File: config.mk
export PLATFORM = sky130hd
export DESIGN_NAME = fetch_bpredict
export DESIGN_NICKNAME = d
export VERILOG_FILES = /design/src/rtl/fetch_bpredict.sv
export SDC_FILE = /design/constraint.sdc
export NUM_CORES = 1
export LEC_CHECK = 0
export ABC_AREA = 1
export BUFFER_PORTS_ARGS = -buffer_cell sky130_fd_sc_hd__clkbuf_2
export CORE_MARGIN = 2
export CORE_UTILIZATION = 50
export CTS_BUF_LIST = sky130_fd_sc_hd__clkbuf_8
export CTS_CLUSTER_DIAMETER = 100
export DETAILED_ROUTE_END_ITERATION = 12
export PLACE_DENSITY = 0.79
export SYNTH_ARGS = -nofsm -noshare
export SYNTH_HDL_FRONTEND = slang
export SYNTH_SLANG_ARGS = --single-unit
File: constraint.sdc
create_clock -name clk -period 4.99 [get_ports clk]
set_clock_uncertainty 0.2 [all_clocks]
set_input_delay 0.499 -clock clk [delete_from_list [all_inputs] [get_ports clk]]
set_output_delay 0.499 -clock clk [all_outputs]
set_load 0.02 [all_outputs]
File: src/rtl/fetch_bpredict.sv
// Fetch-stage predecoder and branch predictor: RV32 control-flow predecode,
// return address stack, and static or bimodal conditional-branch prediction.
module fetch_bpredict #(
   parameter int XLEN      = 32,
   parameter int RAS_DEPTH = 4,
   parameter int BHT_IDX_W = 6,
   parameter int PRED_MODE = 1
) (
   input  logic                         clk,
   input  logic                         rst,
   input  logic                         fet_valid,
   input  logic                         fet_stall,
   input  logic                         flush,
   input  logic [XLEN-1:0]              fet_pc,
   input  logic [31:0]                  rv32_instr,
   input  logic [XLEN-1:0]              rs1_val,
   input  logic                         jalr_dep,
   input  logic [XLEN-1:0]              mepc,
   input  logic                         upd_valid,
   input  logic [XLEN-1:0]              upd_pc,
   input  logic                         upd_taken,
   output logic                         is_jal,
   output logic                         is_jalr,
   output logic                         is_bxx,
   output logic                         is_mret,
   output logic                         pred_redirect,
   output logic                         pred_taken,
   output logic [XLEN-1:0]              pred_target,
   output logic                         ras_hit,
   output logic                         jalr_stall,
   output logic [$clog2(RAS_DEPTH):0]   ras_count
);

   localparam int PTR_W = $clog2(RAS_DEPTH);
   localparam int CNT_W = PTR_W + 1;
   localparam int BHT_N = 1 << BHT_IDX_W;

   localparam logic [6:0]  OP_JAL    = 7'b1101111;
   localparam logic [6:0]  OP_JALR   = 7'b1100111;
   localparam logic [6:0]  OP_BRANCH = 7'b1100011;
   localparam logic [31:0] MRET_WORD = 32'h3020_0073;

   // ---------------------------------------------------------------------
   // Predecode
   // ---------------------------------------------------------------------
   logic [6:0]      opcode;
   logic [4:0]      rd;
   logic [4:0]      rs1;
   logic [XLEN-1:0] j_imm;
   logic [XLEN-1:0] b_imm;
   logic [XLEN-1:0] i_imm;
   logic [XLEN-1:0] link_addr;
   logic            rd_link;
   logic            rs1_link;

   assign opcode = rv32_instr[6:0];
   assign rd     = rv32_instr[11:7];
   assign rs1    = rv32_instr[19:15];

   assign j_imm = {{(XLEN-21){rv32_instr[31]}}, rv32_instr[31], rv32_instr[19:12],
                   rv32_instr[20], rv32_instr[30:21], 1'b0};
   assign b_imm = {{(XLEN-13){rv32_instr[31]}}, rv32_instr[31], rv32_instr[7],
                   rv32_instr[30:25], rv32_instr[11:8], 1'b0};
   assign i_imm = {{(XLEN-12){rv32_instr[31]}}, rv32_instr[31:20]};

   assign link_addr = fet_pc + XLEN'(4);

   assign is_jal  = fet_valid & (opcode == OP_JAL);
   assign is_jalr = fet_valid & (opcode == OP_JALR);
   assign is_bxx  = fet_valid & (opcode == OP_BRANCH);
   assign is_mret = fet_valid & (rv32_instr == MRET_WORD);

   assign rd_link  = (rd == 5'd1) || (rd == 5'd5);
   assign rs1_link = (rs1 == 5'd1) || (rs1 == 5'd5);

   // A link rs1 always pops: either a plain return, rd==rs1, or a
   // coroutine swap (rd!=rs1), the last two of which also push.
   logic push;
   logic pop;
   assign push = (is_jal | is_jalr) & rd_link;
   assign pop  = is_jalr & rs1_link;

   // ---------------------------------------------------------------------
   // Return address stack
   // ---------------------------------------------------------------------
   logic [XLEN-1:0]  ras_q [RAS_DEPTH];
   logic [PTR_W-1:0] ptr_q;
   logic [PTR_W-1:0] ptr_d;
   logic [CNT_W-1:0] cnt_q;
   logic [CNT_W-1:0] cnt_d;
   logic [PTR_W-1:0] top_ptr;
   logic [XLEN-1:0]  ras_top;
   logic             ras_we;
   logic [PTR_W-1:0] ras_waddr;
   logic             ras_empty;
   logic             fire;

   assign top_ptr   = ptr_q - PTR_W'(1);
   assign ras_top   = ras_q[top_ptr];
   assign ras_empty = (cnt_q == '0);

   assign ras_hit    = pop & ~ras_empty;
   assign jalr_stall = is_jalr & ~ras_hit & jalr_dep;
   assign fire       = fet_valid & ~fet_stall & ~jalr_stall & ~flush;
   assign ras_count  = cnt_q;

   // NOTE: every variable assigned in a combinational block gets a default
   // first, so no path leaves it holding a value and a latch is never inferred.
   always_comb begin
      ptr_d     = ptr_q;
      cnt_d     = cnt_q;
      ras_we    = 1'b0;
      ras_waddr = ptr_q;
      if (flush) begin
         ptr_d = '0;
         cnt_d = '0;
      end else if (fire) begin
         if (push && pop && !ras_empty) begin
            ras_we    = 1'b1;
            ras_waddr = top_ptr;
         end else if (push) begin
            ras_we    = 1'b1;
            ras_waddr = ptr_q;
            ptr_d     = ptr_q + PTR_W'(1);
            if (cnt_q != CNT_W'(RAS_DEPTH)) begin
               cnt_d = cnt_q + CNT_W'(1);
            end
         end else if (pop && !ras_empty) begin
            ptr_d = top_ptr;
            cnt_d = cnt_q - CNT_W'(1);
         end
      end
   end

   // NOTE: sequential state uses non-blocking assignments so every register
   // samples the pre-edge value of every other, independent of block order.
   always_ff @(posedge clk) begin
      if (rst) begin
         ptr_q <= '0;
         cnt_q <= '0;
      end else begin
         ptr_q <= ptr_d;
         cnt_q <= cnt_d;
      end
   end

   // NOTE: stack entries carry no reset; cnt_q alone decides which entries
   // are meaningful, so clearing the storage would only cost flops.
   always_ff @(posedge clk) begin
      if (ras_we && !rst) begin
         ras_q[ras_waddr] <= link_addr;
      end
   end

   // ---------------------------------------------------------------------
   // Bimodal branch history table
   // ---------------------------------------------------------------------
   logic [1:0]           bht_q [BHT_N];
   logic [BHT_IDX_W-1:0] upd_idx;
   logic [1:0]           upd_cur;
   logic [1:0]           upd_nxt;

   assign upd_idx = upd_pc[BHT_IDX_W+1:2];
   assign upd_cur = bht_q[upd_idx];

   always_comb begin
      upd_nxt = upd_cur;
      if (upd_taken && upd_cur != 2'b11) begin
         upd_nxt = upd_cur + 2'b01;
      end else if (!upd_taken && upd_cur != 2'b00) begin
         upd_nxt = upd_cur - 2'b01;
      end
   end

   // Counters reset to weakly not-taken; training ignores stall and flush.
   always_ff @(posedge clk) begin
      if (rst) begin
         for (int i = 0; i < BHT_N; i++) begin
            bht_q[i] <= 2'b01;
         end
      end else if (upd_valid) begin
         bht_q[upd_idx] <= upd_nxt;
      end
   end

   logic unused_upd_pc;
   assign unused_upd_pc = ^{upd_pc[XLEN-1:BHT_IDX_W+2], upd_pc[1:0]};

   // ---------------------------------------------------------------------
   // Direction and target selection
   // ---------------------------------------------------------------------
   logic dir_taken;

   generate
      if (PRED_MODE == 0) begin : g_static
         assign dir_taken = rv32_instr[31];
      end else begin : g_bimodal
         logic [BHT_IDX_W-1:0] fet_idx;
         assign fet_idx   = fet_pc[BHT_IDX_W+1:2];
         assign dir_taken = bht_q[fet_idx][1];
      end
   endgenerate

   assign pred_taken = is_bxx & dir_taken;

   logic [XLEN-1:0] jalr_target;
   assign jalr_target = ras_hit ? (ras_top & ~XLEN'(1))
                                : ((rs1_val + i_imm) & ~XLEN'(1));

   always_comb begin
      pred_target = '0;
      if (fet_valid) begin
         if (is_jal) begin
            pred_target = fet_pc + j_imm;
         end else if (is_jalr) begin
            pred_target = jalr_target;
         end else if (pred_taken) begin
            pred_target = fet_pc + b_imm;
         end else if (is_mret) begin
            pred_target = mepc;
         end else begin
            pred_target = link_addr;
         end
      end
   end

   assign pred_redirect = fet_valid & ~jalr_stall &
                          (is_jal | is_jalr | is_mret | pred_taken);

endmodule

* Yosys cells after proc, flatten, opt, wreduce, memory -nomap -nowiden *
Memories as Yosys holds them, arrays and structs flattened.
Cells that the tools add are included.

cells by class
  reductions and logical operators = 18
  equal/unequal tests = 11
  mux-type cells = 30
  bitwise gates (word level) = 24
  add/subtract/negate cells = 10

operators by type and width
  kind                                                                      count
  32-bit 2-to-1 mux                                                         6
  32-bit adder                                                              3
  32-bit by 3-bit adder with 32-bit output (second input constant)          1
  32-bit by 30-bit equality test with 1-bit output (second input constant)  1
  7-bit equality test (second input constant)                               3
  2-bit 2-to-1 mux                                                          8
  1-bit bitwise AND                                                         15
  1-bit 2-to-1 mux                                                          12
  5-bit by 1-bit equality test with 1-bit output (second input constant)    2
  5-bit by 3-bit equality test with 1-bit output (second input constant)    2
  3-bit 2-to-1 mux                                                          3
  1-bit logical AND                                                         6
  6-bit 2-to-1 mux                                                          1
  1-bit inverter                                                            6
  2-bit by 1-bit adder with 2-bit output (second input constant)            2
  4-bit AND reduction                                                       1
  2-bit nonzero test                                                        2
  2-bit OR reduction                                                        2
  2-bit by 1-bit subtractor with 2-bit output (second input constant)       2
  3-bit by 1-bit adder with 3-bit output (second input constant)            1
  1-bit logical NOT                                                         3
  3-bit logical NOT                                                         1
  3-bit != test (second input constant)                                     1
  1-bit OR                                                                  3
  other kinds (5)                                                           6

storage, ports and cells
  bits in registers = 5
  word-level logic and storage cells = 97
  input bits = 168
  memories = 2
  output and inout bits = 43
  memory bits (writable) = 256

memory list
  memory  words  width  rd ports  clocked after Yosys merged registers in  write ports  line  RTL
  bht_q   64     2      2         0                                        64           158   logic [1:0] bht_q [BHT_N];
  ras_q   4      32     1         0                                        1            86    logic [XLEN-1:0] ras_q [RAS_DEPTH];

* Logic depth before layout (Yosys ltp) *
  word-level depth = 15
  mapped depth = 21
  depth with buffers taken out = 19

* Worst setup path before layout *
Ideal clock, no wire load.

  kind = input-to-reg
  start point = input fet_valid
  end point = memory ras_q[0][10] (enable)
  slack = 1.131 ns
  arrival = 3.240 ns
  required time = 4.371 ns
  stages on the path = 12
  path buffers = 1
  library setup time = 0.419 ns
  path through = inv_1 -> nor2_1 -> nand2_1 -> inv_1 -> nand4_1 -> buf_2 -> nor2_2 -> nand2_1 -> nor2_1 -> xor2_1 -> inv_1 -> nor2_1

between the ends
  longest elaborated chain between the ends = 14
  elaborated cells on any way between the ends = 25
  classes of those cells = mux: 9; bitwise: 13; reduce/logical: 3

RTL lines
  item                                    line  RTL
  start, declared                         11    input logic fet_valid,
  1-bit bitwise AND *                     69    assign is_jalr = fet_valid & (opcode == OP_JALR);
  1-bit bitwise AND *                     81    assign pop = is_jalr & rs1_link;
  1-bit bitwise AND *                     102   assign ras_hit = pop & ~ras_empty;
  via ras_hit                             29    output logic ras_hit,
  1-bit inverter *                        103   assign jalr_stall = is_jalr & ~ras_hit & jalr_dep;
  1-bit bitwise AND * (2 in a row)        103
  1-bit inverter *                        104   assign fire = fet_valid & ~fet_stall & ~jalr_stall & ~flush;
  1-bit bitwise AND * (2 in a row)        104
  1-bit 2-to-1 mux                        117   end else if (fire) begin
  1-bit 2-to-1 mux                        114   if (flush) begin
  1-bit logical AND                       150   if (ras_we && !rst) begin
  1-bit 2-to-1 mux                        150
  1-bit 2-to-1 mux (not written as such)  151   ras_q[ras_waddr] <= link_addr;
  end, declared                           86

Mark *: on every way through the listed nets, which the timed path passes. The rest lies on a longest branch.

* Worst setup path in the final report *
  start point = register ptr_q[0]
  end point = output pred_target[22]

between the ends
  longest elaborated chain between the ends = 6

RTL lines
  item                                         line  RTL
  start, declared                              87    logic [PTR_W-1:0] ptr_q;
  start signal, assigned                       142   ptr_q <= ptr_d;
  2-bit by 1-bit subtractor with 2-bit output  98    assign top_ptr = ptr_q - PTR_W'(1);
  memory 4 x 32 bit                            --
  32-bit 2-to-1 mux                            207   assign jalr_target = ras_hit ? (ras_top & ~XLEN'(1))
  32-bit 2-to-1 mux                            215   end else if (is_jalr) begin
  32-bit 2-to-1 mux                            213   if (is_jal) begin
  32-bit 2-to-1 mux                            212   if (fet_valid) begin
  end, declared                                28    output logic [XLEN-1:0] pred_target,

Every way passes these cells.

==> run_results.csv <==
group,metric,value,unit
status,outcome,"finished clean",
sta,relSlewSlack,0.337,
setup_path,reg2regPathDepth,11,
power,power.density,246,mW/mm^2
sta,period_share,0.886,
synthesis,synth.area.top_cells,"edfxtp_1, nand2_1, nor2_1",
global_routing,grt_pass1_wl,119,mm
finish,multi_input_area,0.0104,mm^2
setup_path,path_max_fanout,23,
detailed_routing,routed.top_layer,"met5",
detailed_routing,drcViolationCount,0,
die,initial_core_util,0.508,
synthesis,synth.most_common_cell,"nand2_1",
placement,port_buffers,184,
synthesis,avgSynthCellArea,7.10,um^2
synthesis,synth_top_area_cell,"edfxtp_1",
synthesis,synth_top_area_share,0.383,
sta,max_freq,0.226,GHz
power,peakVddDrop,0.414,mV
synthesis,ys_ff_latch,257,
power,total_power,5.41,mW
setup_path,critPathCaptureType,"primary output",
finish,regArea,0.00767,mm^2
clock_network,cts_sinks,257,
clock_network,root_buffer,"clkbuf_8",
setup_path,crit_slowest_cell,"inv_1",
detailed_routing,dr_wl_met3,8.51,mm
setup_path,start_kind,"flop",
clock_network,hold_buffers,0,
die,die_w,203,um
finish,n_fill_cell,3706,
synthesis,syn_inst,2780,
die,dieHeight,203,um
sta,setup_viol,0,
setup_path,worstPathArrival,3720,ps
synthesis,synthFlopType,"edfxtp_1",
global_routing,track_usage,0.390,
hold_path,hold_end,"ras_count[0]",
detailed_routing,post_drt_wl_per_cell,23.2,um
finish,syn_to_final_growth,11.5,%
die,dieArea,0.0411,mm^2
die,num_rows,72,
clock_network,cts_resized,0,
synthesis,async_flop_share,0,
detailed_routing,viasPerCell,5.95,
detailed_routing,antenna_left,0,
placement,place_congestion,1.03,
global_routing,overflow,0,
global_routing,antenna_found_initial,3,
finish,final_nets,3212,
power,power_leakage,9.61,nW
clock_network,cts_buffer_depth,3,
setup_path,cp.depth,10,
placement,dpl.hpwl,64.6,mm
clock_network,clk_pin_slew_worst_paths,70,ps
die,num_io_pins,211,
clock_network,cts_tree,"done",
synthesis,synth_fp_nets,3028,
clock_network,h-tree-depth,2,
setup_path,reg2reg_slack,1710,ps
setup_path,path_cells,"buf_4 -> clkinv_1 -> nor2_1 -> inv_1 -> o22ai_1 -> o31ai_1 -> o21bai_1 -> nand3_1 -> a21oi_1 -> clkbuf_2",
detailed_routing,num_vias,20892,
sta,slew_viol_final,0,
sta,worst_pin_slew,995,ps
finish,layout-drive-gt1-share,0.104,
die,core-area,0.0388,mm^2
setup_path,critPathRequiredTime,4290,ps
global_routing,grt_start_max_net_pins,65,
detailed_routing,wl_met2,36.3,mm
detailed_routing,drtIter0Drc,2425,
hold_path,hp-start,"flush",
sta,rsz0062_at_grt,"false",
synthesis,ys_seq_area_frac,0.388,
synthesis,ys_types,50,
synthesis,yosysWarnings,0,
clock_network,clk_latency,560,ps
detailed_routing,wl_met1,32.1,mm
setup_path,path_buf_inv,4,
flow_run,maxCapViolCount,0,
hold_path,hp-class,"input pin to flop",
clock_network,cts_buffers,37,
setup_path,r2r_start,"ras_count[0]",
sta,finalHoldViolCount,0,
detailed_routing,drt_wl_total,81.4,mm
setup_path,cp_slowest_stage_delay,670,ps
clock_network,cts_setup_buffers,0,
global_routing,grt_pass1_vias,19508,
setup_path,regToRegEndpoint,"ras_q[0][27]",
setup_path,worstSetupPathType,"flop to primary output",
sta,period_needed,4420,ps
detailed_routing,drt-pass1-iter-count,7,
finish,diodes,0,
synthesis,synth_edf_count,252,
sta,tns,0,ps
hold_path,worstHoldPathCells,4,
synthesis,ys_top_cells_by_count,"nand2_1, nor2_1, inv_1",
setup_path,cp_top_family,"compound AO/OA/AOI/OAI gates",
synthesis,syn_area,0.0197,mm^2
[kinds of logic (layout without fill, tap and decap cells)]
| family | Yosys count | in the layout | synth area share |
|---|---|---|---|
| and+or+nand+nor | 1542 | 1542 | 0.327 |
| buffers and inverters | 424 | 636 | 0.0848 |
| xor gates and xnor gates | 53 | 53 | 0.0235 |
| DFF | 257 | 257 | 0.388 |
| adders and majority gates | 80 | 80 | 0.0522 |
| AOI/OAI and AO/OA | 424 | 424 | 0.124 |
[through the flow]
step,cells,util,hold slack (ps),cell area [um^2],setup slack [ps]
final,3510,0.567,66.6,22000,569
after CTS,3510,0.567,27.1,22000,626
after floorplan,2780,-,344,19700,1130
after global placement,3443,0.549,299,21300,742
after detailed placement,3443,0.549,320,21300,744
after global routing,3510,0.567,86.6,22000,359
[worst register-to-register path: stages, from the launching register on]
cell,delay (ps)
dfxtp_1,430
nor2_1,100
nand2_1,90
nand2_1,70
buf_4,230
nor2_2,300
nand2_1,160
nor2_1,270
xor2_1,340
inv_1,130
nor2_2,120
buf_4,430
[cell type report]
type                    instances  share of cell area
multi-input cells            2099               0.473
flip-flops and latches        257               0.348
clock inverters                29             0.00813
clock buffers                  38              0.0238
inverters                     335              0.0571
well taps                     518              0.0295
repair buffers                234              0.0600
[worst max path at each step]
stage,from,to
finish,ptr_q[0],pred_target[22]
CTS,ptr_q[0],pred_target[22]
detailed placement,rv32_instr[31],pred_target[30]
global route,ptr_q[0],pred_target[22]
global placement,fet_pc[2],pred_target[14]
floorplan,fet_valid,ras_q[0][10]
[metal layers]
metal	GRT usage	vias up
met3	0.0626	229
met4	0.190	4
met2	0.633	1356
met5	0	-
li1	-	9696
met1	0.510	9607
[registers in the layout, summed over array words and instances, names as in the netlist]
signal,flops
bht_q,128
ptr_q,2
ras_count,3
ras_q,124
[layout by cell type (no fill, tap or decap), drive strengths merged, types with 43 or more instances in the layout]
cell type	instances
nand3	244
o21ai	130
edfxtp	252
nor2	369
ha	76
nor3	43
xor2	44
a21oi	147
buf	50
inv	348
clkbuf	222
nand2	788
o22ai	52
nand4	49
[where the power goes]
part | internal [mW] | switching (mW) | leakage (nW)
combinational | 0.390 | 1.01 | 6.90
sequential | 2.39 | 0.0157 | 2.30
clock | 0.821 | 0.789 | 0.403
total | 3.60 | 1.81 | 9.61
No activity file was read; power rests on OpenSTA's default activity.
